===== config.mk =====
export PLATFORM = sky130hd
export DESIGN_NAME = mc_trace_monitor
export DESIGN_NICKNAME = d
export VERILOG_FILES = /design/src/rtl/mc_trace_pkg.sv /design/src/rtl/mc_trace_fifo.sv /design/src/rtl/mc_trace_monitor.sv
export SDC_FILE = /design/constraint.sdc
export NUM_CORES = 1
export LEC_CHECK = 0
export ABC_AREA = 1
export CAP_MARGIN = 40
export CORE_ASPECT_RATIO = 0.5
export CORE_MARGIN = 3
export CORE_UTILIZATION = 37
export DETAILED_ROUTE_END_ITERATION = 10
export GPL_TIMING_DRIVEN = 0
export PLACE_DENSITY = 0.58
export SETUP_SLACK_MARGIN = 0.15
export SLEW_MARGIN = 20
export SYNTH_ARGS = -nofsm -noshare
export SYNTH_HDL_FRONTEND = slang
export SYNTH_SLANG_ARGS = --single-unit

===== constraint.sdc =====
create_clock -name clk -period 13.77 [get_ports clk]
set_input_delay 3.4425 -clock clk [delete_from_list [all_inputs] [get_ports clk]]
set_output_delay 3.4425 -clock clk [all_outputs]
set_load 0.03 [all_outputs]

===== src/rtl/mc_trace_pkg.sv =====
// Shared definitions for the multicycle-core trace monitor: trace entry layout and a saturating increment.
// The entry grows by the register-write fields when MC_TRACE_REGWRITE_EN is defined.
package mc_trace_pkg;

    localparam int RF_ADDR_W = 5;
    localparam int RF_META_W = 1 + RF_ADDR_W;
    localparam int SAT_W     = 64;

    // Layout, MSB first: {pc, instr[, rf_we, rf_waddr, rf_wdata]}
    function automatic int entry_width(input int xlen);
`ifdef MC_TRACE_REGWRITE_EN
        return 3 * xlen + RF_META_W;
`else
        return 2 * xlen;
`endif
    endfunction

    function automatic int instr_lsb(input int xlen);
`ifdef MC_TRACE_REGWRITE_EN
        return xlen + RF_META_W;
`else
        return 0;
`endif
    endfunction

    function automatic int pc_lsb(input int xlen);
        return instr_lsb(xlen) + xlen;
    endfunction

    // Callers zero-extend their counter and pass its all-ones value as max_v.
    function automatic logic [SAT_W-1:0] sat_inc(input logic [SAT_W-1:0] v,
                                                 input logic [SAT_W-1:0] max_v);
        return (v == max_v) ? v : v + SAT_W'(1);
    endfunction

endpackage


===== src/rtl/mc_trace_fifo.sv =====
// Circular trace buffer with registered pop data, occupancy level and sticky overflow.
// WRAP=1 overwrites the oldest entry when full; WRAP=0 drops the incoming entry.
module mc_trace_fifo #(
    parameter int DEPTH = 16,
    parameter int W     = 64,
    parameter bit WRAP  = 1'b1
) (
    input  logic                   clk,
    input  logic                   rst,
    input  logic                   push,
    input  logic [W-1:0]           push_data,
    input  logic                   pop,
    output logic [W-1:0]           rd_data,
    output logic                   rd_valid,
    output logic                   empty,
    output logic                   full,
    output logic [$clog2(DEPTH):0] level,
    output logic                   overflow
);

    localparam int PTR_W = $clog2(DEPTH);
    localparam int LVL_W = PTR_W + 1;

    logic [W-1:0]     mem [DEPTH];
    logic [PTR_W-1:0] wr_ptr_q, wr_ptr_d;
    logic [PTR_W-1:0] rd_ptr_q, rd_ptr_d;
    logic [LVL_W-1:0] level_q, level_d;
    logic             overflow_q, overflow_d;
    logic             rd_valid_q, rd_valid_d;
    logic [W-1:0]     rd_data_q, rd_data_d;
    logic             is_full, is_empty, do_pop, do_write;

    assign is_empty = (level_q == '0);
    assign is_full  = (level_q == LVL_W'(DEPTH));
    assign do_pop   = pop & ~is_empty;

    always_comb begin
        wr_ptr_d   = wr_ptr_q;
        rd_ptr_d   = rd_ptr_q;
        level_d    = level_q;
        overflow_d = overflow_q;
        rd_valid_d = 1'b0;
        rd_data_d  = rd_data_q;
        do_write   = 1'b0;

        if (do_pop) begin
            rd_data_d  = mem[rd_ptr_q];
            rd_valid_d = 1'b1;
            rd_ptr_d   = rd_ptr_q + PTR_W'(1);
        end

        if (push) begin
            if (!is_full || do_pop) begin
                // A same-cycle pop frees the slot, so a full buffer still takes the entry cleanly.
                do_write = 1'b1;
                wr_ptr_d = wr_ptr_q + PTR_W'(1);
            end else if (WRAP) begin
                do_write   = 1'b1;
                wr_ptr_d   = wr_ptr_q + PTR_W'(1);
                rd_ptr_d   = rd_ptr_q + PTR_W'(1);
                overflow_d = 1'b1;
            end else begin
                overflow_d = 1'b1;
            end
        end

        if (do_write && !do_pop && !is_full) begin
            level_d = level_q + LVL_W'(1);
        end else if (do_pop && !do_write) begin
            level_d = level_q - LVL_W'(1);
        end
    end

    always_ff @(posedge clk) begin
        if (do_write) begin
            mem[wr_ptr_q] <= push_data;
        end
    end

    always_ff @(posedge clk) begin
        if (rst) begin
            wr_ptr_q   <= '0;
            rd_ptr_q   <= '0;
            level_q    <= '0;
            overflow_q <= 1'b0;
            rd_valid_q <= 1'b0;
            rd_data_q  <= '0;
        end else begin
            wr_ptr_q   <= wr_ptr_d;
            rd_ptr_q   <= rd_ptr_d;
            level_q    <= level_d;
            overflow_q <= overflow_d;
            rd_valid_q <= rd_valid_d;
            rd_data_q  <= rd_data_d;
        end
    end

    assign rd_data  = rd_data_q;
    assign rd_valid = rd_valid_q;
    assign empty    = is_empty;
    assign full     = is_full;
    assign level    = level_q;
    assign overflow = overflow_q;

endmodule


===== src/rtl/mc_trace_monitor.sv =====
// Execution monitor for the multicycle RISC-V core: cycle/instret counters, retire trace, halt and timeout flags.
// Define MC_TRACE_REGWRITE_EN to log register writes in the trace and shadow register WATCH_REG.
module mc_trace_monitor
    import mc_trace_pkg::*;
#(
    parameter int XLEN        = 32,
    parameter int DEPTH       = 16,
    parameter int CNT_W       = 32,
    parameter int MAX_CYCLES  = 100,
    parameter int HALT_REPEAT = 2,
    parameter int WRAP        = 1
`ifdef MC_TRACE_REGWRITE_EN
    ,
    parameter int WATCH_REG   = 2
`endif
) (
    input  logic                         clk,
    input  logic                         rst,
    input  logic                         retire,
    input  logic [XLEN-1:0]              pc,
    input  logic [XLEN-1:0]              instr,
`ifdef MC_TRACE_REGWRITE_EN
    input  logic                         rf_we,
    input  logic [RF_ADDR_W-1:0]         rf_waddr,
    input  logic [XLEN-1:0]              rf_wdata,
    output logic [XLEN-1:0]              watch_val,
`endif
    input  logic                         rd_en,
    output logic [entry_width(XLEN)-1:0] rd_data,
    output logic                         rd_valid,
    output logic                         empty,
    output logic                         full,
    output logic [$clog2(DEPTH):0]       level,
    output logic                         overflow,
    output logic [CNT_W-1:0]             cycle_count,
    output logic [CNT_W-1:0]             instret_count,
    output logic                         halted,
    output logic                         timeout
);

    localparam int              EW       = entry_width(XLEN);
    localparam int              RPT_W    = $clog2(HALT_REPEAT + 1);
    localparam logic [SAT_W-1:0] CNT_ONES = SAT_W'({CNT_W{1'b1}});

    logic [CNT_W-1:0] cycle_count_q, cycle_count_d;
    logic [CNT_W-1:0] instret_q, instret_d;
    logic [RPT_W-1:0] repeat_q, repeat_d;
    logic [XLEN-1:0]  last_pc_q, last_pc_d;
    logic             halted_q, halted_d;
    logic             timeout_q, timeout_d;
    logic             stop, accept;
    logic [EW-1:0]    entry;

    assign stop   = halted_q | timeout_q;
    assign accept = retire & ~stop;

`ifdef MC_TRACE_REGWRITE_EN
    assign entry = {pc, instr, rf_we, rf_waddr, rf_wdata};
`else
    assign entry = {pc, instr};
`endif

    always_comb begin
        cycle_count_d = cycle_count_q;
        instret_d     = instret_q;
        repeat_d      = repeat_q;
        last_pc_d     = last_pc_q;
        halted_d      = halted_q;
        timeout_d     = timeout_q;

        if (!stop) begin
            cycle_count_d = CNT_W'(sat_inc(SAT_W'(cycle_count_q), CNT_ONES));
            if (MAX_CYCLES != 0 && cycle_count_d == CNT_W'(MAX_CYCLES)) begin
                timeout_d = 1'b1;
            end
        end

        if (accept) begin
            instret_d = CNT_W'(sat_inc(SAT_W'(instret_q), CNT_ONES));
            // A zero repeat count means no retire has been seen since reset, so nothing to match.
            repeat_d  = (repeat_q != '0 && pc == last_pc_q) ? repeat_q + RPT_W'(1) : RPT_W'(1);
            last_pc_d = pc;
            if (repeat_d == RPT_W'(HALT_REPEAT)) begin
                halted_d = 1'b1;
            end
        end
    end

    always_ff @(posedge clk) begin
        if (rst) begin
            cycle_count_q <= '0;
            instret_q     <= '0;
            repeat_q      <= '0;
            last_pc_q     <= '0;
            halted_q      <= 1'b0;
            timeout_q     <= 1'b0;
        end else begin
            cycle_count_q <= cycle_count_d;
            instret_q     <= instret_d;
            repeat_q      <= repeat_d;
            last_pc_q     <= last_pc_d;
            halted_q      <= halted_d;
            timeout_q     <= timeout_d;
        end
    end

`ifdef MC_TRACE_REGWRITE_EN
    logic [XLEN-1:0] watch_q, watch_d;

    // x0 is hardwired to zero, so a WATCH_REG of 0 never captures anything.
    always_comb begin
        watch_d = watch_q;
        if (accept && rf_we && WATCH_REG != 0 && rf_waddr == RF_ADDR_W'(WATCH_REG)) begin
            watch_d = rf_wdata;
        end
    end

    always_ff @(posedge clk) begin
        if (rst) begin
            watch_q <= '0;
        end else begin
            watch_q <= watch_d;
        end
    end

    assign watch_val = watch_q;
`endif

    mc_trace_fifo #(
        .DEPTH (DEPTH),
        .W     (EW),
        .WRAP  (WRAP != 0)
    ) u_fifo (
        .clk       (clk),
        .rst       (rst),
        .push      (accept),
        .push_data (entry),
        .pop       (rd_en),
        .rd_data   (rd_data),
        .rd_valid  (rd_valid),
        .empty     (empty),
        .full      (full),
        .level     (level),
        .overflow  (overflow)
    );

    assign cycle_count   = cycle_count_q;
    assign instret_count = instret_q;
    assign halted        = halted_q;
    assign timeout       = timeout_q;

endmodule


==> results of run 1 <==
-- per-stage QoR --
step                cells    util
floorplan            4212       -
global placement     6128  0.4064
detailed placement   6195  0.4176
CTS                  6400  0.4458
global route         6409  0.4466
finish               6410  0.4466
-- registers in the layout (all words and copies together), names as in the netlist, 4 cells and up --
signal and cells:
u_fifo.rd_ptr_q 4, u_fifo.level 5, u_fifo.wr_ptr_q 4, instret_count 32, u_fifo.mem 1024, cycle_count 32, u_fifo.rd_data 64, last_pc_q 32
-- kinds of logic (layout without fill, tap and decap cells) --
| logic type | Yosys count | after routing | share of synthesized area |
|---|---|---|---|
| simple gates | 1295 | 1295 | 0.1071 |
| xor+xnor | 30 | 30 | 0.005441 |
| flops | 1203 | 1203 | 0.7109 |
| fa+ha+maj | 12 | 12 | 0.003264 |
| other cells | 0 | 2 | 0 |
| buf+inv | 472 | 958 | 0.03863 |
| compound gates | 1200 | 1200 | 0.1346 |
-- worst max-delay path by stage --
stage / endpoint / slack, ns / cells past startpoint / startpoint
floorplan: u_fifo.mem[0][0] / 6.49 / 5 / retire
global placement: u_fifo.mem[14][6] / 2.20 / 6 / retire
detailed placement: u_fifo.mem[9][59] / 6.78 / 8 / retire
CTS: u_fifo.mem[9][53] / 7.55 / 8 / retire
global route: u_fifo.mem[9][53] / 7.37 / 8 / retire
finish: u_fifo.mem[9][58] / 7.45 / 8 / retire
-- routing by layer --
metal  vias to the layer above  global-route usage
met5                         -                   0
li1                      15890                   -
met1                     17550              0.3096
met3                       244             0.04093
met4                         4             0.06006
met2                      1544              0.3560
-- worst max-delay path, stage by stage --
cell	delay [ns]
clkdlybuf4s50_1	0.47
nand2_2	0.21
inv_2	0.36
clkbuf_1	0.60
nand2_1	0.43
nor2_4	0.70
buf_12	0.27
buf_12	0.21
-- power by group --
group / switching [mW] / internal [mW]
clock: 1.37 / 1.76
sequential: 0.0691 / 4.08
combinational: 2.01 / 0.832
total: 3.46 / 6.67
-- synthesized netlist by cell type (2+ instances only) --
cell type / n / area (um^2)
o31ai_1: 2 / 15.01
nand3_1: 56 / 280.3
nand2_2: 5 / 31.28
o22ai_1: 292 / 1827
buf_4: 6 / 45.04
clkbuf_1: 201 / 754.5
inv_1: 201 / 754.5
nor3b_1: 2 / 15.01
o21ai_1: 65 / 325.3
edfxtp_1: 1024 / 30750
nor2_4: 5 / 56.30
a21oi_1: 79 / 395.4
a21oi_2: 2 / 17.52
nor2_1: 957 / 3592
ha_1: 11 / 137.6
nor2_2: 4 / 25.02
xnor2_1: 14 / 122.6
nor3_1: 14 / 70.07
buf_2: 47 / 235.2
nand3b_1: 12 / 90.09
o21ai_0: 721 / 3608
buf_1: 9 / 33.78
nand2_4: 2 / 22.52
inv_2: 5 / 18.77
and3_1: 3 / 18.77
o21a_1: 2 / 15.01
or2_2: 5 / 31.28
nor4_1: 5 / 31.28
xor2_1: 16 / 140.1
nand2_1: 205 / 769.5
o2111ai_1: 2 / 17.52
nand3_2: 3 / 30.03
dfxtp_1: 179 / 3583
nand4_1: 15 / 93.84
o211ai_1: 11 / 82.58
a211oi_1: 4 / 30.03
o32ai_1: 15 / 131.4
a31oi_1: 3 / 18.77
-- layout by cell type, fill, tap and decap left out, types with 65 or more instances in the layout --
master / n
a21oi_1: 79
clkbuf_1: 222
clkbuf_16: 110
clkdlybuf4s50_1: 206
dfxtp_1: 179
edfxtp_1: 1024
inv_1: 201
nand2_1: 205
nor2_1: 941
o21ai_0: 721
o21ai_1: 65
o22ai_1: 292
-- layout make-up --
| class | instances | area, um^2 |
|---|---|---|
| Fill cell | 11820 | 71480 |
| Sequential cell | 1203 | 34330 |
| Multi-Input combinational cell | 2537 | 12240 |
| Timing Repair Buffer | 281 | 3456 |
| Clock buffer | 141 | 2909 |
| Tap cell | 1710 | 2140 |
| Buffer | 264 | 1087 |
| Inverter | 208 | 785.8 |
| Clock inverter | 64 | 732.0 |
| Antenna cell | 2 | 5.005 |
==> reports/metrics.yaml, run 1 <==
yosys:
  ys_seq_area_frac: 0.7109
  ys.flop_type: "edfxtp_1"
  synthArstFlopShare: 0
  syn_area_mm2: 0.04829
  ys_ff_latch: 1203
  synth.avg_cell_area_um2: 11.47
  ys_warn_count: 0
  syn-num-nets: 4292
  synth_edf_count: 1024
  synth_cells: 4212
  yosysUniqueCellTypes: 46
routing:
  met1_length_mm: 65.76
  drt_first_pass_iters: 6
  met3_length_mm: 12.49
  dr_wl_met2_mm: 71.17
  highest_layer: "met5"
  drcViolationCount: 0
  drt_wl_total_mm: 153.7
  dr.first_iter.drc_count: 4282
  via_per_inst: 5.497
  vias: 35240
  ant_nets: 0
  wl_per_cell_um: 23.97
worst_hold_path:
  hold-path-cell-count: 2
  min_from: "instret_count[4]"
  hold_path_class: "reg -> reg"
  hold-path-endpoint: "instret_count[4]"
setup_path:
  cp_max_fo: 20
  r2r_slack_ns: 9.95
  worstPathArrival_ns: 6.74
  worstSetupPathType: "in -> reg"
  crit_required_ns: 14.19
  startpoint_type: "input pin"
  end_kind: "flip-flop"
  ff2ff_path_depth: 8
  reg2reg_to: "u_fifo.mem[9][58]"
  r2r-start: "timeout"
place:
  io_buffers: 206
  place_congestion: 0.8713
  dp_hpwl_mm: 106.3
  placed_area_mm2: 0.05394
  place_ws_ns: 6.783
sta:
  setup_ws_ns: 7.451
  report.final.slew_viol_count: 0
  fmax_ghz: 0.1583
  whs_ns: 0.4665
  min_period_ns: 6.319
  worst-slew-pin-transition_ns: 0.9434
  setup_viol: 0
  slew_headroom: 0.3711
  rsz0062_at_grt: "false"
  fin_skew_ns: 0.03000
  hold_violations: 0
  finalSetupTns_ns: 0
  fin_crit_sh: 0.4589
outcome:
  status: "completed"
clock_network:
  cts_made_buffers: 109
  clk_pin_slew_ns: 0.06
  clkSinkCount: 1203
  clockBufferDepth: 3
  post_cts_buffers: 0
  clock_latency_ns: 0.74
  cts-root-buf: "clkbuf_16"
  cts_tree: "built"
  cts_hold_buffers: 0
  cts_htree_levels: 3
  post_cts_resized: 0
floorplan:
  die-area_mm2: 0.1352
  rows: 93
  core_area_mm2: 0.1292
  die-width_um: 516.9
  initial_core_util: 0.3739
  io_pins: 207
  die_h_um: 261.5
power:
  p_leak_nw: 19.47
  power_mw: 10.13
  vdd_drop_max_uv: 99.78
  power.density_mw_per_mm2: 175.5
final_layout:
  post_route_cells_drive_above_1_share: 0.07301
  syn2layout_area_growth_pct: 19.45
  final_area_mm2: 0.05769
  fin_nets: 4684
job:
  maxCapViolations: 0
global_route:
  grtUsageTotal: 0.2217
  grt-ovfl-total: 0
  first_global_vias: 33310
  grt_antenna_before_repair: 9
  grt_max_degree: 23
  grt_pass1_wl_mm: 222.3
Note: power is estimated with default switching activity, not from simulation.
==> run 2, diff against run 1 <==
- clock period: 13.77 -> 6.6 ns (I/O delays scaled with it)
==> results of run 2 <==
The final DEF is identical to that of run 1. Status: completed.
Among the figures that moved: setup slack after placement 6.783 ns -> 1.406 ns; setup slack after layout 7.451 ns -> 2.074 ns; register-to-register setup slack 9.95 ns -> 2.78 ns; total power 10.13 mW -> 21.13 mW; worst IR drop on VDD 99.78 uV -> 208.2 uV
